<file path="src/rtl/mm_mem_access_if.sv">
// rtl/mm_mem_access_if.sv - request/acknowledge data-memory bus between MM stage and memory
interface mm_mem_access_if;
  logic        mem_req;
  logic        mem_we;
  logic [31:0] mem_addr;
  logic [3:0]  mem_be;
  logic [31:0] mem_wdata;
  logic [31:0] mem_rdata;
  logic        mem_ack;

  modport master (
    output mem_req, mem_we, mem_addr, mem_be, mem_wdata,
    input  mem_rdata, mem_ack
  );

  modport slave (
    input  mem_req, mem_we, mem_addr, mem_be, mem_wdata,
    output mem_rdata, mem_ack
  );
endinterface

</file>
<file path="src/rtl/mm_mem_access.sv">
// rtl/mm_mem_access.sv - memory-access stage controller with variable-latency request/ack bus
module mm_mem_access #(
  parameter int TIMEOUT = 255
) (
  input  logic            clk,
  input  logic            rst_n,
  input  logic [5:0]      opcode_ex_mm,
  input  logic [31:0]     data_out_alu_ex_mm,
  input  logic [31:0]     store_data_ex_mm,
  mm_mem_access_if.master mem,
  output logic [31:0]     data_out_mem,
  output logic            mm_stall,
  output logic            mem_fault,
  output logic [31:0]     fault_addr
);
  typedef enum logic [1:0] {IDLE, BUSY, DONE} state_t;

  // size: 0 = byte, 1 = half, 2 = word
  typedef struct packed {
    logic       load;
    logic       store;
    logic       sext;
    logic [1:0] size;
  } op_t;

  function automatic op_t decode(input logic [5:0] op);
    op_t d;
    d = '0;
    case (op)
      6'h20: begin d.load = 1'b1; d.sext = 1'b1; d.size = 2'd0; end
      6'h21: begin d.load = 1'b1; d.sext = 1'b1; d.size = 2'd1; end
      6'h23: begin d.load = 1'b1; d.size = 2'd2; end
      6'h24: begin d.load = 1'b1; d.size = 2'd0; end
      6'h25: begin d.load = 1'b1; d.size = 2'd1; end
      6'h28: begin d.store = 1'b1; d.size = 2'd0; end
      6'h29: begin d.store = 1'b1; d.size = 2'd1; end
      6'h2B: begin d.store = 1'b1; d.size = 2'd2; end
      default: ;
    endcase
    return d;
  endfunction

  state_t      state, state_n;
  op_t         dec, op_q;
  logic [31:0] addr_q, wdata_q, wdata_n, load_val;
  logic [3:0]  be_q, be_n;
  logic [15:0] cnt;
  logic        is_mem, misaligned;
  logic        capture, fault_misalign, timeout, load_wr;
  logic [7:0]  byte_sel;
  logic [15:0] half_sel;

  always_comb begin
    dec    = decode(opcode_ex_mm);
    is_mem = dec.load | dec.store;
    case (dec.size)
      2'd0: begin
        misaligned = 1'b0;
        be_n       = 4'b0001 << data_out_alu_ex_mm[1:0];
        wdata_n    = {4{store_data_ex_mm[7:0]}};
      end
      2'd1: begin
        misaligned = data_out_alu_ex_mm[0];
        be_n       = data_out_alu_ex_mm[1] ? 4'b1100 : 4'b0011;
        wdata_n    = {2{store_data_ex_mm[15:0]}};
      end
      default: begin
        misaligned = |data_out_alu_ex_mm[1:0];
        be_n       = 4'b1111;
        wdata_n    = store_data_ex_mm;
      end
    endcase
  end

  // Lane selection uses the captured byte address; memory only sees the word address.
  always_comb begin
    byte_sel = mem.mem_rdata[{addr_q[1:0], 3'b000} +: 8];
    half_sel = addr_q[1] ? mem.mem_rdata[31:16] : mem.mem_rdata[15:0];
    case (op_q.size)
      2'd0:    load_val = {{24{op_q.sext & byte_sel[7]}}, byte_sel};
      2'd1:    load_val = {{16{op_q.sext & half_sel[15]}}, half_sel};
      default: load_val = mem.mem_rdata;
    endcase
  end

  always_ff @(posedge clk or negedge rst_n) begin
    if (!rst_n) begin
      state <= IDLE;
    end else begin
      state <= state_n;
    end
  end

  always_comb begin
    state_n        = state;
    mm_stall       = 1'b0;
    capture        = 1'b0;
    fault_misalign = 1'b0;
    timeout        = 1'b0;
    load_wr        = 1'b0;
    case (state)
      IDLE: begin
        if (is_mem) begin
          if (misaligned) begin
            fault_misalign = 1'b1;
          end else begin
            mm_stall = 1'b1;
            capture  = 1'b1;
            state_n  = BUSY;
          end
        end
      end
      BUSY: begin
        mm_stall = 1'b1;
        if (mem.mem_ack) begin
          load_wr = op_q.load;
          state_n = DONE;
        end else if (cnt == 16'(TIMEOUT)) begin
          timeout = 1'b1;
          state_n = DONE;
        end
      end
      DONE: begin
        state_n = IDLE;
      end
      default: begin
        state_n = IDLE;
      end
    endcase
  end

  always_ff @(posedge clk or negedge rst_n) begin
    if (!rst_n) begin
      cnt          <= '0;
      op_q         <= '0;
      addr_q       <= '0;
      be_q         <= '0;
      wdata_q      <= '0;
      data_out_mem <= '0;
      mem_fault    <= 1'b0;
      fault_addr   <= '0;
    end else begin
      mem_fault <= fault_misalign | timeout;
      if (capture) begin
        op_q    <= dec;
        addr_q  <= data_out_alu_ex_mm;
        be_q    <= be_n;
        wdata_q <= wdata_n;
      end
      // The counter holds the number of the current BUSY cycle, starting at 1.
      if (capture) begin
        cnt <= 16'd1;
      end else if (state == BUSY) begin
        cnt <= cnt + 16'd1;
      end else begin
        cnt <= '0;
      end
      if (load_wr) begin
        data_out_mem <= load_val;
      end
      if (fault_misalign) begin
        fault_addr <= data_out_alu_ex_mm;
      end else if (timeout) begin
        fault_addr <= addr_q;
      end
    end
  end

  assign mem.mem_req   = (state == BUSY);
  assign mem.mem_we    = op_q.store;
  assign mem.mem_addr  = {addr_q[31:2], 2'b00};
  assign mem.mem_be    = be_q;
  assign mem.mem_wdata = wdata_q;
endmodule
</file>
<file path="src/flat_wrapper.sv">
// flat-port wrapper written by rule: the top's interface ports become plain ports
module mm_mem_access_flat 
#(
  parameter int TIMEOUT = 255
)
  (clk, rst_n, opcode_ex_mm, data_out_alu_ex_mm, store_data_ex_mm, data_out_mem, mm_stall, mem_fault, fault_addr, mem_mem_req, mem_mem_we, mem_mem_addr, mem_mem_be, mem_mem_wdata, mem_mem_rdata, mem_mem_ack);
  mm_mem_access_if mem_i ();
  input  logic clk;
  input  logic rst_n;
  input  logic [5:0] opcode_ex_mm;
  input  logic [31:0] data_out_alu_ex_mm;
  input  logic [31:0] store_data_ex_mm;
  output logic [31:0] data_out_mem;
  output logic mm_stall;
  output logic mem_fault;
  output logic [31:0] fault_addr;
  output wire logic [$bits(mem_i.mem_req)-1:0] mem_mem_req;
  output wire logic [$bits(mem_i.mem_we)-1:0] mem_mem_we;
  output wire logic [$bits(mem_i.mem_addr)-1:0] mem_mem_addr;
  output wire logic [$bits(mem_i.mem_be)-1:0] mem_mem_be;
  output wire logic [$bits(mem_i.mem_wdata)-1:0] mem_mem_wdata;
  input wire logic [$bits(mem_i.mem_rdata)-1:0] mem_mem_rdata;
  input wire logic [$bits(mem_i.mem_ack)-1:0] mem_mem_ack;
  assign mem_mem_req = mem_i.mem_req;
  assign mem_mem_we = mem_i.mem_we;
  assign mem_mem_addr = mem_i.mem_addr;
  assign mem_mem_be = mem_i.mem_be;
  assign mem_mem_wdata = mem_i.mem_wdata;
  assign mem_i.mem_rdata = mem_mem_rdata;
  assign mem_i.mem_ack = mem_mem_ack;
  mm_mem_access #(.TIMEOUT(TIMEOUT)) u_core (.clk(clk), .rst_n(rst_n), .opcode_ex_mm(opcode_ex_mm), .data_out_alu_ex_mm(data_out_alu_ex_mm), .store_data_ex_mm(store_data_ex_mm), .mem(mem_i), .data_out_mem(data_out_mem), .mm_stall(mm_stall), .mem_fault(mem_fault), .fault_addr(fault_addr));
endmodule
</file>
<file path="config.mk">
export PLATFORM = sky130hd
export DESIGN_NAME = mm_mem_access_flat
export DESIGN_NICKNAME = d
export VERILOG_FILES = /design/src/rtl/mm_mem_access_if.sv /design/src/rtl/mm_mem_access.sv /design/src/flat_wrapper.sv
export SDC_FILE = /design/constraint.sdc
export NUM_CORES = 1
export LEC_CHECK = 0
export CORE_ASPECT_RATIO = 1.25
export CORE_MARGIN = 8
export CORE_UTILIZATION = 52
export CTS_BUF_LIST = sky130_fd_sc_hd__clkbuf_8
export DETAILED_ROUTE_END_ITERATION = 10
export PLACE_DENSITY = 0.93
export SETUP_SLACK_MARGIN = 0.4
export SYNTH_ARGS = -nofsm -noshare
export SYNTH_HDL_FRONTEND = slang
export SYNTH_SLANG_ARGS = --single-unit
export TNS_END_PERCENT = 100
</file>
<file path="constraint.sdc">
create_clock -name clk -period 6.6 [get_ports clk]
set_clock_uncertainty 0.1 [all_clocks]
set_input_delay 1.32 -clock clk [delete_from_list [all_inputs] [get_ports clk]]
set_output_delay 1.32 -clock clk [all_outputs]
set_load 0.05 [all_outputs]
</file>
After elaboration in Yosys (flattened, before gate mapping)
Cells that the tools add are included.
{"block": "classes", "bitwise_logic": 4, "shift": 2, "n_reduce_logical": 11, "div": 0, "n_mux": 31, "add_sub_neg": 1, "multipliers": 0, "eq_ne": 15, "order_cmp": 0}
{"op": "one-hot mux 32 bit (2 select lines)", "n": 2}
{"op": "two-way mux 32 bit", "n": 2}
{"op": "== test 6 bit, second input constant", "n": 8}
{"op": "two-way mux 16 bit", "n": 3}
{"op": "indexed part select 32 x 6 -> 8 bit", "n": 1}
{"op": "adder 16 x 1 -> 16 bit, second input constant", "n": 1}
{"op": "== test 16 x 8 -> 1 bit, second input constant", "n": 1}
{"op": "two-way mux 1 bit", "n": 14}
{"op": "two-way mux 2 bit", "n": 4}
{"op": "one-hot mux 2 bit (2 select lines)", "n": 2}
{"op": "one-hot mux 4 bit (2 select lines)", "n": 1}
{"op": "== test 2 x 1 -> 1 bit, second input constant", "n": 3}
{"op": "logical NOT 2 bit", "n": 3}
{"op": "OR reduction 2 bit", "n": 3}
{"op": "OR reduction 3 bit", "n": 2}
{"op": "OR reduction 5 bit", "n": 1}
{"op": "two-way mux 4 bit", "n": 1}
{"op": "one-hot mux 1 bit (2 select lines)", "n": 2}
{"op": "<< shifter 1 x 2 -> 4 bit, first input constant", "n": 1}
{"op": "!= test 3 x 1 -> 1 bit, second input constant", "n": 1}
{"op": "AND reduction 3 bit", "n": 1}
{"op": "bitwise AND 1 bit", "n": 2}
{"op": "!= test 2 x 1 -> 1 bit, second input constant", "n": 1}
{"op": "!= test 2 bit, second input constant", "n": 1}
{"op": "other kinds (2)", "n": 3}
{"block": "totals", "latch_bits": 0, "memories": 0, "ramBits": 0, "rom_bits": 0, "elab_cells": 76, "regBits": 156, "out_inout_bits": 136}

Logic depth before layout (Yosys ltp)
Gate-level depths: netlist of the first run.
{"block": "logic_depth", "depth_word": 9, "ltp_mapped": 8}

Worst setup path before layout of the first run
No wires, ideal clock.
{"block": "synth_path", "path_type": "input-to-output", "startpoint": "input port data_out_alu_ex_mm[1]", "endpoint": "output port mm_stall", "n_path_buf": 0, "setup_slack_ns": 2.675, "cell_stages": 4, "required_ns": 5.180, "arrival_time_ns": 2.505, "cell_sequence": "and3b_2 o211ai_1 a31oi_1 nor2_1"}
{"block": "synth_via", "elab_chain_len": 5}
{"element": "start, declared", "line": "flat_wrapper.sv:11", "rtl": "input logic [31:0] data_out_alu_ex_mm;"}
{"element": "OR reduction 2 bit", "line": "mm_mem_access.sv:68", "rtl": "misaligned = |data_out_alu_ex_mm[1:0];"}
{"element": "one-hot mux 1 bit (2 select lines)", "line": "mm_mem_access.sv:56", "rtl": "case (dec.size)"}
{"element": "two-way mux 1 bit", "line": "mm_mem_access.sv:104", "rtl": "if (misaligned) begin"}
{"element": "two-way mux 1 bit", "line": "mm_mem_access.sv:103", "rtl": "if (is_mem) begin"}
{"element": "one-hot mux 1 bit (2 select lines)", "line": "mm_mem_access.sv:101", "rtl": "case (state)"}
{"element": "end, declared", "line": "flat_wrapper.sv:14", "rtl": "output logic mm_stall;"}
Every way passes these cells.

Worst setup path after layout of the first run
{"block": "layout_path", "startpoint": "input port opcode_ex_mm[2]", "endpoint": "output port mm_stall"}
{"block": "layout_via", "elab_chain_len": 8, "elab_cells_between_ends": 22, "classes_between": "eq/ne (9); mux (7); bitwise (1); reduce/logical (5)"}
{"element": "start, declared", "line": "flat_wrapper.sv:10", "rtl": "input logic [5:0] opcode_ex_mm;"}
{"element": "== test 6 bit", "line": "mm_mem_access.sv:29", "rtl": "case (op)"}
{"element": "OR reduction 3 bit (no source line) or OR reduction 2 bit (tied branches)"}
{"element": "one-hot mux 2 bit (2 select lines)", "line": "mm_mem_access.sv:29"}
{"element": "== test 2 x 1 -> 1 bit or logical NOT 2 bit (tied branches)", "line": "mm_mem_access.sv:56"}
{"element": "one-hot mux 1 bit (2 select lines)", "line": "mm_mem_access.sv:56"}
{"element": "two-way mux 1 bit", "line": "mm_mem_access.sv:104"}
{"element": "two-way mux 1 bit *", "line": "mm_mem_access.sv:103"}
{"element": "one-hot mux 1 bit (2 select lines) *", "line": "mm_mem_access.sv:101"}
Every way passes the cells marked *; elsewhere a longest branch is shown, timed or not.

==> results of run 1 <==
==> kinds of logic (layout without fill, tap and decap cells) <==
logic type / Yosys count / after routing / share of synthesized area (%)
adder cells (fa/ha/maj): 1 / 1 / 0.1671
XOR/XNOR: 9 / 9 / 1.053
AND/OR/NAND/NOR: 161 / 161 / 11.62
AO/OA/AOI/OAI: 116 / 116 / 12.00
multiplexers: 108 / 108 / 15.90
other: 1 / 2 / 0.05009
flip-flops: 156 / 156 / 52.15
buffers and inverters: 89 / 299 / 7.070
==> final cells by class <==
| cell class | count | area [um2] |
|---|---|---|
| Clock buffer | 21 | 289.0 |
| Multi-Input combinational cell | 397 | 3064 |
| Timing Repair Buffer | 248 | 2459 |
| Fill cell | 993 | 4119 |
| Tap cell | 178 | 222.7 |
| Sequential cell | 156 | 3904 |
| Clock inverter | 11 | 95.09 |
| Inverter | 19 | 71.32 |
==> power by group <==
group	leakage, nW	switching (mW)	total (mW)	internal, mW
Clock	0.204	0.359	0.695	0.336
Sequential	1.92	0.186	1.41	1.22
Combinational	2.28	1.32	2.06	0.736
Total	4.41	1.87	4.16	2.30
==> critical path, delay by kind of cell <==
family                 cells  cell delay, ns
and+or+nand+nor            2            0.36
buffers and inverters      2            1.46
AOI/OAI and AO/OA          2            0.43
==> final timing paths <==
check | cells after the start | endpoint
hold reg to reg | 1 | u_core.mem.mem_wdata[11]$_DFFE_PN0N_
setup reg to reg | 7 | u_core.fault_addr[11]$_DFFE_PN0P_
hold / removal | 1 | u_core.mem.mem_wdata[11]$_DFFE_PN0N_
max in group asynchronous | 2 | u_core.data_out_mem[5]$_DFFE_PN0P_
setup / recovery | 6 | mm_stall
min in group asynchronous | 1 | u_core.addr_q[28]$_DFFE_PN0N_
==> synth_stat cells, types with 5 or more instances <==
| cell type | n |
|---|---|
| a21oi_1 | 24 |
| a221o_1 | 36 |
| a222oi_1 | 8 |
| a22oi_1 | 7 |
| a31oi_1 | 11 |
| and3_1 | 18 |
| and3_2 | 20 |
| buf_2 | 11 |
| buf_4 | 32 |
| clkbuf_1 | 20 |
| dfrtp_1 | 156 |
| inv_1 | 18 |
| mux2_2 | 77 |
| mux2i_1 | 30 |
| nand2_1 | 41 |
| nand3_1 | 5 |
| nor2_1 | 40 |
| o21ai_0 | 13 |
| o22a_1 | 7 |
| xnor2_1 | 7 |
==> placed cells by master (no fill, tap or decap), types with 2 or more instances in the layout <==
cell type / n
xnor2_1: 7
buf_4: 10
mux2_2: 77
xor2_1: 2
conb_1: 2
nor2b_1: 2
nand2_1: 41
inv_1: 20
nand3b_1: 2
nand2b_1: 3
and3b_2: 2
a221o_1: 36
nand4_1: 3
mux2i_1: 30
and3_1: 18
nor2_1: 39
a22oi_1: 7
a222oi_1: 8
nor4_1: 4
a31oi_1: 11
o22a_1: 7
or4_4: 2
a21oi_1: 24
clkdlybuf4s50_1: 237
clkinv_4: 4
nor3_1: 4
and3_2: 20
clkbuf_8: 21
a221o_2: 3
clkinv_2: 3
nand3_1: 5
or3_1: 4
o21ai_0: 13
dfrtp_1: 156
==> state kept, by name (all words and copies together) (netlist names) <==
signal,count
u_core.addr_q,32
u_core.cnt,16
u_core.data_out_mem,32
u_core.fault_addr,32
u_core.mem.mem_be,4
u_core.mem.mem_wdata,32
u_core.mem.mem_we,1
u_core.mem_fault,1
u_core.op_q,4
u_core.state,2
==> per-stage QoR <==
stage,total power [mW],area [um2],hold WS [ns]
after floorplan,2.794,7490,0.3644
after global placement,3.449,9721,0.3872
after detailed placement,3.487,9721,0.3926
after CTS,4.187,10100,0.4113
after global routing,4.327,10100,0.4209
final,4.163,10100,0.4075
==> routing by layer <==
layer / GRT usage, % / part of all wire (%) / wire length (um) / vias up
met1: 27.76 / 38 / 8351 / 2989
met3: 7.430 / 8.3 / 1819 / 43
met2: 38.39 / 50 / 11070 / 243
met5: 0 / 0 / 0 / -
met4: 11.10 / 3.2 / 701 / 0
li1: - / - / - / 2712
==> impl_summary.txt, run 1 <==
----------------------------------------------------
[Status]
  Status ... completed

[STA]
  Timing-limited maximum frequency ... 0.1998 GHz
  Period Utilization, post-route ... 75.82%
  Minimum clock period ... 5.004 ns
  Final setup violation count ... 0
  Setup repair after global routing missed its margin ... no
  Fin Setup TNS ... 0 ns
  Worst slew slack as a fraction of its limit ... 29.00%
  Crit path setup slack, layout ... 1.596 ns
  Slew at the pin with the worst max-slew slack ... 1.065 ns
  Final Hold Violating Endpoints ... 0
  Slew Viols, Final ... 0

[Critical path]
  Startpoint type of the worst setup path ... input port
  Slowest library cell on the worst path ... clkdlybuf4s50_1
  Maximum net fanout on the critical path ... 8
  Largest stage delay on the critical path ... 0.84 ns
  Flop2flop setup slack ... 3.88 ns
  Crit. Startpoint ... opcode_ex_mm[2]
  Crit Path Class ... in -> out
  Startpoint of the lowest-slack register-to-register path ... u_core.cnt[0]$_DFF_PN0_
  CP required ... 5.18 ns
  Critical path endpoint category ... output port
  Critical path arrival ... 3.58 ns
  Cell breakdown of the critical path ... clkdlybuf4s50_1, and3b_2, o211ai_1, a31oi_1, nor2_1, clkdlybuf4s50_1
  Cell repeated most along the worst path ... clkdlybuf4s50_1

[GRT]
  Total global-route track usage ... 23.58%
  Total grt overflow ... 0
  Wire length of the first global-routing pass ... 33,580 um
  Number of antenna violations at the first check in global routing ... 0
  Via count of the first global-routing pass ... 6,163
  Largest net degree at the start of global routing ... 98

[Clock tree]
  Number of buffers created by CTS ... 17
  Clock slew at the register clock pins of the worst setup and hold paths ... 0.08 ns
  Clock net sink count ... 156
  CTS tree ... yes
  Count of hold-fix buffers inserted at cts ... 0
  CTS H-Tree Depth ... 4
  Master cell of the clock root buffer ... clkbuf_8
  Max Buffers Root-to-Sink ... 2
  Setup Fix Bufs, Post-CTS ... 0
  Number of cells upsized or downsized after cts ... 0
  Clk_lat worst skew ... 0.45 ns

[Floorplan]
  Std cell rows ... 49
  Number of placed I/O pins ... 241
  Initial core utilization ... 52.63%
  Placeable core region ... 0.01422 mm2
  Die extent in y ... 150.1 um
  Die width ... 123.3 um
  Area enclosed by the die boundary ... 0.01852 mm2

[Synthesis]
  Fraction of registers with async set/reset ... 100.0%
  Synthesized instance count ... 641
  Synth warn ... 0
  Number of different library cells in the post-synthesis netlist ... 55
  Most area-consuming cells after synthesis ... dfrtp_1 (52%), mux2_2 (12%), a221o_1 (4.8%)
  Predominant post-synthesis flop cell ... dfrtp_1
  Synthesis-stage register bit count ... 156
  Sequential element share of the synthesized area ... 52.15%
  Yosys top cell by area ... dfrtp_1
  Cell Area, Synth ... 0.007486 mm2
  Synth top area share ... 52.15%
  Count of flip-flops with a built-in enable after synthesis ... 0
  Per-instance average area after synthesis ... 11.68 um2

[Placed design]
  Post-placement worst setup slack ... 1.628 ns
  Sum of net half-perimeters after detailed placement ... 15,730 um
  Port bufs ... 238
  Number of placed instances with taps included ... 998
  Final Wtd Congestion ... 0.8602

[Routing]
  Avg WL per Cell ... 21.31 um
  ANT nets after route ... 0
  Initial DRC count ... 609
  DRC violation count after routing ... 0
  Total length of routed wires ... 21,950 um
  Number of iterations in the first detailed-routing pass ... 5
  Average vias per placed instance ... 5.813
  Via count ... 5,987

[Finish]
  Final nets ... 945
  Area growth from synthesis to layout ... 34.98%
  Number of antenna repair diodes ... 0
  Layout cells sized above 1 ... 18.31%
  Final design utilization ... 71.04%
  Count of non-filler cells in the finished layout ... 1,030

[Pwr]
  Maximum VDD drop ... 0.2905 mV
  Leak Pwr ... 4.409 nW
  Power density over cell area ... 412.0 mW/mm2

[Flow run]
  Max_cap viols ... 0

[Min path]
  Class of the tightest hold or removal check ... reg -> reg
  Worst Min Path Start ... u_core.mem.mem_wdata[11]$_DFFE_PN0N_

----------------------------------------------------
No activity file was read; power rests on OpenSTA's default activity.
==> run 2, diff against run 1 <==
Settings changed: CORE_UTILIZATION 52 to 48, PLACE_DENSITY 0.93 to 0.87.
Clock period 6.6 ns to 4.7 ns, I/O delays scaled along.
==> run 2 against run 1 <==
Routed wire length increased by 0.13%. Largest cell class unchanged. Clock power grew 64%. Total power up 44%. Register-to-register slack worse by 1.9 ns. Critical path depth unchanged. Setup slack got worse by 0.48 ns. Highest routed layer unchanged. Sequential share of layout area is 0.44 points lower. Die area is 7.3% higher.
==> impl_summary.txt, run 2 (same netlist as run 1, synthesis figures left out) <==
----------------------------------------------------
[Critical path]
  Maximum net fanout on the critical path ... 8 (unchanged)
  Reg-to-reg endpoint ... u_core.fault_addr[1]$_DFFE_PN0P_
  Flop2flop setup slack ... 1.95 ns (-1.93 ns)
  Startpoint of the lowest-slack register-to-register path ... u_core.cnt[0]$_DFF_PN0_
  Family with the most delay on the worst path ... buffers and inverters
  Critical path endpoint category ... output port
  Startpoint type of the worst setup path ... input port
  Worst R2R Path Depth ... 5 (-2)
  Crit Path Class ... in -> out
  Worst path buffer plus inverter count ... 2 (unchanged)
  Cell breakdown of the critical path ... clkdlybuf4s50_1, and3b_2, o211ai_1, a31oi_1, nor2_1, buf_4
  CP required ... 3.66 ns (-1.52 ns)
  Critical path arrival ... 2.55 ns (-1.03 ns)
  Largest stage delay on the critical path ... 0.61 ns (-0.23 ns)
  Slowest library cell on the worst path ... clkdlybuf4s50_1

[Flow run]
  Max_cap viols ... 0 (unchanged)

[Floorplan]
  Placeable core region ... 0.01544 mm2 (+8.6%)
  Area enclosed by the die boundary ... 0.01987 mm2 (+7.3%)
  Initial core utilization ... 48.48% (-4.2 points)
  Die extent in y ... 155.6 um (+3.6%)
  Std cell rows ... 51 (+4.1%)
  Number of placed I/O pins ... 241 (unchanged)
  Die width ... 127.7 um (+3.6%)

[Min path]
  Class of the tightest hold or removal check ... reg -> reg
  Worst Min Path Start ... u_core.mem.mem_wdata[18]$_DFFE_PN0N_
  Worst-case hold path end point ... u_core.mem.mem_wdata[18]$_DFFE_PN0N_
  Number of instances on the worst hold path ... 1 (unchanged)

[Clock tree]
  Setup Fix Bufs, Post-CTS ... 0 (unchanged)
  Clk_lat worst skew ... 0.46 ns (about the same)
  CTS tree ... yes
  Clock net sink count ... 156 (unchanged)
  Max Buffers Root-to-Sink ... 2 (unchanged)
  Count of hold-fix buffers inserted at cts ... 0 (unchanged)
  Master cell of the clock root buffer ... clkbuf_8
  Clock slew at the register clock pins of the worst setup and hold paths ... 0.08 ns (about the same)
  Number of cells upsized or downsized after cts ... 0 (unchanged)
  Number of buffers created by CTS ... 17 (unchanged)
  CTS H-Tree Depth ... 4 (unchanged)

[GRT]
  Largest net degree at the start of global routing ... 101 (+3.1%)
  Total global-route track usage ... 22.32% (-1.3 points)
  Wire length of the first global-routing pass ... 34,440 um (+2.6%)
  Total grt overflow ... 0 (unchanged)
  Number of antenna violations at the first check in global routing ... 0 (unchanged)
  Via count of the first global-routing pass ... 6,346 (+3.0%)

[Routing]
  Initial DRC count ... 415 (-32%)
  ANT nets after route ... 0 (unchanged)
  Via count ... 5,973 (-0.23%)
  Avg WL per Cell ... 20.75 um (-2.6%)
  Average vias per placed instance ... 5.640 (-3.0%)
  Total length of routed wires ... 21,970 um (+0.13%)
  Number of iterations in the first detailed-routing pass ... 5 (unchanged)
  DRC violation count after routing ... 0 (unchanged)

[Finish]
  Commonest cells after routing, fill and taps aside ... clkdlybuf4s50_1 (236), dfrtp_1 (156), mux2_2 (77)
  Area growth from synthesis to layout ... 36.52%
  Final nets ... 943 (-0.21%)
  Fill count ... 1,195 (+20%)
  Layout cells sized above 1 ... 18.18% (-0.13 points)
  Number of antenna repair diodes ... 0 (unchanged)
  Final design utilization ... 66.18% (-4.9 points)
  Commonest non-fill, non-tap cell in the layout ... clkdlybuf4s50_1

[Pwr]
  Maximum VDD drop ... 0.3608 mV (+24%)
  Leak Pwr ... 4.431 nW (+0.50%)
  Power density over cell area ... 588.4 mW/mm2 (+43%)

[STA]
  Period Utilization, post-route ... 76.33%
  Slew at the pin with the worst max-slew slack ... 1.092 ns (+0.02683 ns)
  Final Hold Violating Endpoints ... 0 (unchanged)
  Timing-limited maximum frequency ... 0.2787 GHz
  Minimum clock period ... 3.588 ns
  Worst slew slack as a fraction of its limit ... 27.21% (-1.8 points)
  Fin Setup TNS ... 0 ns (unchanged)
  Setup repair after global routing missed its margin ... no
  Slew Viols, Final ... 0 (unchanged)
  Final setup violation count ... 0 (unchanged)

[Status]
  Status ... completed

[Placed design]
  Sum of net half-perimeters after detailed placement ... 15,820 um (+0.63%)
  Final Wtd Congestion ... 0.8303 (-3.5%)
  Port bufs ... 238 (unchanged)

----------------------------------------------------
## run 2: per-stage QoR
| stage | total power, mW | instance area, um2 | hold slack (ns) | setup slack (ns) | std cells |
|---|---|---|---|---|---|
| 2_1_floorplan | 3.923 | 7490 | 0.3644 | 1.535 | 642 |
| 3_3_place_gp | 4.855 | 9778 | 0.3878 | 1.160 | 1030 |
| 3_5_place_dp | 4.905 | 9778 | 0.3926 | 1.161 | 1030 |
| 4_1_cts | 6.061 | 10220 | 0.4111 | 1.117 | 1059 |
| 5_1_grt | 6.259 | 10220 | 0.4167 | 0.9455 | 1059 |
| 6_report | 6.013 | 10220 | 0.4094 | 1.112 | 1059 |
## run 2: routing by layer
layer  routed length, um  GRT usage (%)
met2               10770          36.62
met3                1968          7.661
met5                   0              0
met1                8299          24.87
met4                 932          12.71
## run 2: report_power, final
part	switching (mW)	internal, mW	leakage (nW)
logic	1.86	1.03	2.29
clock network	0.502	0.638	0.221
registers	0.261	1.72	1.92
total	2.62	3.39	4.43
## run 2: how the worst max path moves through the flow
stage / startpoint / to / slack (ns) / depth (start not counted)
finish: opcode_ex_mm[2] / mm_stall / 1.11 / 6
global route: opcode_ex_mm[1] / mm_stall / 0.95 / 6
CTS: opcode_ex_mm[2] / mm_stall / 1.12 / 6
detailed placement: opcode_ex_mm[2] / mm_stall / 1.16 / 6
global placement: opcode_ex_mm[2] / mm_stall / 1.16 / 6
floorplan: data_out_alu_ex_mm[1] / mm_stall / 1.53 / 4
## run 2: cell type report
type | instances | area [um2] | share of cell area [%]
sequential | 156 | 3904 | 38.20
multi-input combinational | 397 | 3072 | 30.06
clock buffer | 18 | 247.7 | 2.424
timing repair buffer | 246 | 2466 | 24.13
inverter | 19 | 71.32 | 0.6978
tap | 212 | 265.3 | 2.595
clock inverter | 11 | 193.9 | 1.898
==> run 3, diff against run 2 <==
Settings changed: CORE_UTILIZATION 48 to 43, PLACE_DENSITY 0.87 to 0.82.
Clock period 4.7 ns to 3.29 ns, I/O delays scaled along.
==> run 3 against run 2 <==
Total power rose by 41%. Register-to-register slack got worse by 0.95 ns. Die area rose by 10%. Cell count rose by 2.9%. Worst hold slack got worse by 0.39 ns. Largest power group unchanged.
==> impl_summary.txt, run 3 (same netlist as run 1, synthesis figures left out) <==
----------------------------------------------------
[Floorplan]
  Die width ... 134.0 um (+4.9%)
  Initial core utilization ... 43.45% (-5.0 points)
  Area enclosed by the die boundary ... 0.02191 mm2 (+10%)
  Die extent in y ... 163.5 um (+5.1%)
  Placeable core region ... 0.01723 mm2 (+12%)
  Number of placed I/O pins ... 241 (unchanged)
  Std cell rows ... 54 (+5.9%)

[Pwr]
  Register share of total power ... 33.0% (about the same)
  Net switching fraction of the power ... 44.36% (+0.75 points)
  Internal power summed over all cells ... 4.725 mW (+39%)
  Relative contribution of the clock network to total power ... 17.8% (-1.2 points)
  Net Switching ... 3.766 mW (+44%)
  Power density over cell area ... 821.0 mW/mm2 (+40%)
  Maximum VDD drop ... 0.4971 mV (+38%)
  Comb power frac ... 49.2% (+1.1 points)
  Final Total Pwr ... 8.491 mW (+41%)
  Leak Pwr ... 4.504 nW (+1.6%)

[Clock tree]
  Max Buffers Root-to-Sink ... 2 (unchanged)
  Clock slew at the register clock pins of the worst setup and hold paths ... 0.09 ns (about the same)
  Clk_lat worst skew ... 0.45 ns (about the same)
  Clock net sink count ... 156 (unchanged)
  Number of buffers created by CTS ... 17 (unchanged)
  Count of hold-fix buffers inserted at cts ... 0 (unchanged)
  Master cell of the clock root buffer ... clkbuf_8
  CTS tree ... yes
  CTS H-Tree Depth ... 4 (unchanged)

[Flow run]
  Max_cap viols ... 0 (unchanged)

[Finish]
  Area growth from synthesis to layout ... 38.16%
  Number of antenna repair diodes ... 0 (unchanged)
  Post-route cell area ... 0.01034 mm2 (+1.2%)
  Commonest non-fill, non-tap cell in the layout ... clkdlybuf4s50_1
  Commonest cells after routing, fill and taps aside ... clkdlybuf4s50_1 (233), dfrtp_1 (156), mux2_2 (77)
  Count of non-filler cells in the finished layout ... 1,090 (+2.9%)
  Final nets ... 959 (+1.7%)
  Layout cells sized above 1 ... 19.98% (+1.8 points)
  Fill count ... 1,432 (+20%)

[Routing]
  Avg WL per Cell ... 20.21 um (-2.6%)
  Number of iterations in the first detailed-routing pass ... 6 (+1)
  Total length of routed wires ... 22,030 um (+0.25%)
  Via count ... 5,886 (-1.5%)
  DRC violation count after routing ... 0 (unchanged)
  Initial DRC count ... 444 (+7.0%)
  Average vias per placed instance ... 5.400 (-4.3%)
  ANT nets after route ... 0 (unchanged)

[GRT]
  Number of antenna violations at the first check in global routing ... 0 (unchanged)
  Via count of the first global-routing pass ... 6,275 (-1.1%)
  Total grt overflow ... 0 (unchanged)
  Largest net degree at the start of global routing ... 74 (-27%)
  Total global-route track usage ... 19.90% (-2.4 points)
  Wire length of the first global-routing pass ... 34,330 um (-0.34%)

[Critical path]
  Startpoint of the lowest-slack register-to-register path ... u_core.cnt[0]$_DFF_PN0_
  Flop2flop setup slack ... 1.00 ns (-0.95 ns)
  Critical path endpoint category ... output port
  CP required ... 2.53 ns (-1.13 ns)
  Startpoint type of the worst setup path ... input port
  Reg-to-reg endpoint ... u_core.fault_addr[18]$_DFFE_PN0P_
  Worst R2R Path Depth ... 6 (+1)
  Critical path endpoint ... mm_stall
  Maximum net fanout on the critical path ... 4 (-4)
  Crit. Startpoint ... opcode_ex_mm[4]
  Crit Path Class ... in -> out
  Critical path arrival ... 2.01 ns (-0.54 ns)

[Placed design]
  Area after detailed placement ... 0.009923 mm2 (+1.5%)
  Final Wtd Congestion ... 0.8303 (unchanged)
  Sum of net half-perimeters after detailed placement ... 16,140 um (+2.0%)
  Port bufs ... 238 (unchanged)
  Number of placed instances with taps included ... 1,057 (+2.6%)

[STA]
  Slew at the pin with the worst max-slew slack ... 0.7995 ns (-0.2923 ns)
  Final Hold Violating Endpoints ... 0 (unchanged)
  Setup repair after global routing missed its margin ... no
  Timing-limited maximum frequency ... 0.3618 GHz
  Slew Viols, Final ... 0 (unchanged)
  Minimum clock period ... 2.764 ns
  Period Utilization, post-route ... 84.01%
  Final setup violation count ... 0 (unchanged)
  Fin Setup TNS ... 0 ns (unchanged)
  Worst slew slack as a fraction of its limit ... 46.70% (+19 points)

[Status]
  Status ... completed

[Min path]
  Class of the tightest hold or removal check ... in -> async

----------------------------------------------------
==> run 3: layout make-up <==
class / count / area, um2 / share of cell area, %
clock buffers: 18 / 247.7 / 2.395
clock inverters: 14 / 167.7 / 1.621
inverters: 19 / 71.32 / 0.6896
multi-input cells: 397 / 3064 / 29.63
flip-flops and latches: 156 / 3904 / 37.75
well taps: 224 / 280.3 / 2.710
repair buffers: 262 / 2608 / 25.21
==> run 3: worst min path at each step <==
stage	slack (ns)	cells after the start	to	from
4_1_cts	0.03	1	u_core.addr_q[11]$_DFFE_PN0N_	rst_n
2_1_floorplan	0.26	0	u_core.addr_q[0]$_DFFE_PN0N_	rst_n
6_report	0.02	1	u_core.addr_q[19]$_DFFE_PN0N_	rst_n
3_5_place_dp	0.39	1	u_core.mem.mem_wdata[9]$_DFFE_PN0N_	u_core.mem.mem_wdata[9]$_DFFE_PN0N_
3_3_place_gp	0.39	1	u_core.mem.mem_wdata[3]$_DFFE_PN0N_	u_core.mem.mem_wdata[3]$_DFFE_PN0N_
5_1_grt	0.03	1	u_core.addr_q[19]$_DFFE_PN0N_	rst_n
==> run 3: power groups by stage <==
stage                     logic, mW  clock network (mW)  registers [mW]
after floorplan                1.38                   0            4.23
after global placement         4.17                   0            2.80
after detailed placement       4.21                   0            2.82
after CTS                      4.21                1.56            2.80
after global routing           4.34                1.64            2.87
final                          4.18                1.51            2.80
==> run 3: per-layer routing <==
metal  vias up  global-route usage (%)  wire, um
met2       214                   34.13     11120
li1       2742                       -         -
met1      2902                   22.48      8602
met3        28                   6.954      1783
met4         0                   7.212       517
met5         -                       0         0
==> run 3: worst max-delay path: stages <==
cell and delay (ns):
clkdlybuf4s50_1 0.50, and3b_2 0.25, o211ai_1 0.11, a31oi_1 0.11, nor2_1 0.20, buf_12 0.17
==> run 3: metrics by stage <==
| step | util, % | setup slack (ns) | hold slack (ns) |
|---|---|---|---|
| after floorplan | - | 0.6888 | 0.2624 |
| after global placement | 57.60 | 0.3206 | 0.3868 |
| after detailed placement | 57.60 | 0.2995 | 0.3913 |
| after CTS | 60.03 | 0.4727 | 0.02622 |
| after global routing | 60.03 | 0.4336 | 0.03114 |
| final | 60.03 | 0.5260 | 0.02161 |
==> run 3: what timing repair did <==
item,4_1_cts,5_1_grt
gates cloned,0,0
pin swaps,2,0
gates resized for setup,3,1
buffers inserted,1,0
setup endpoints to repair,1,1
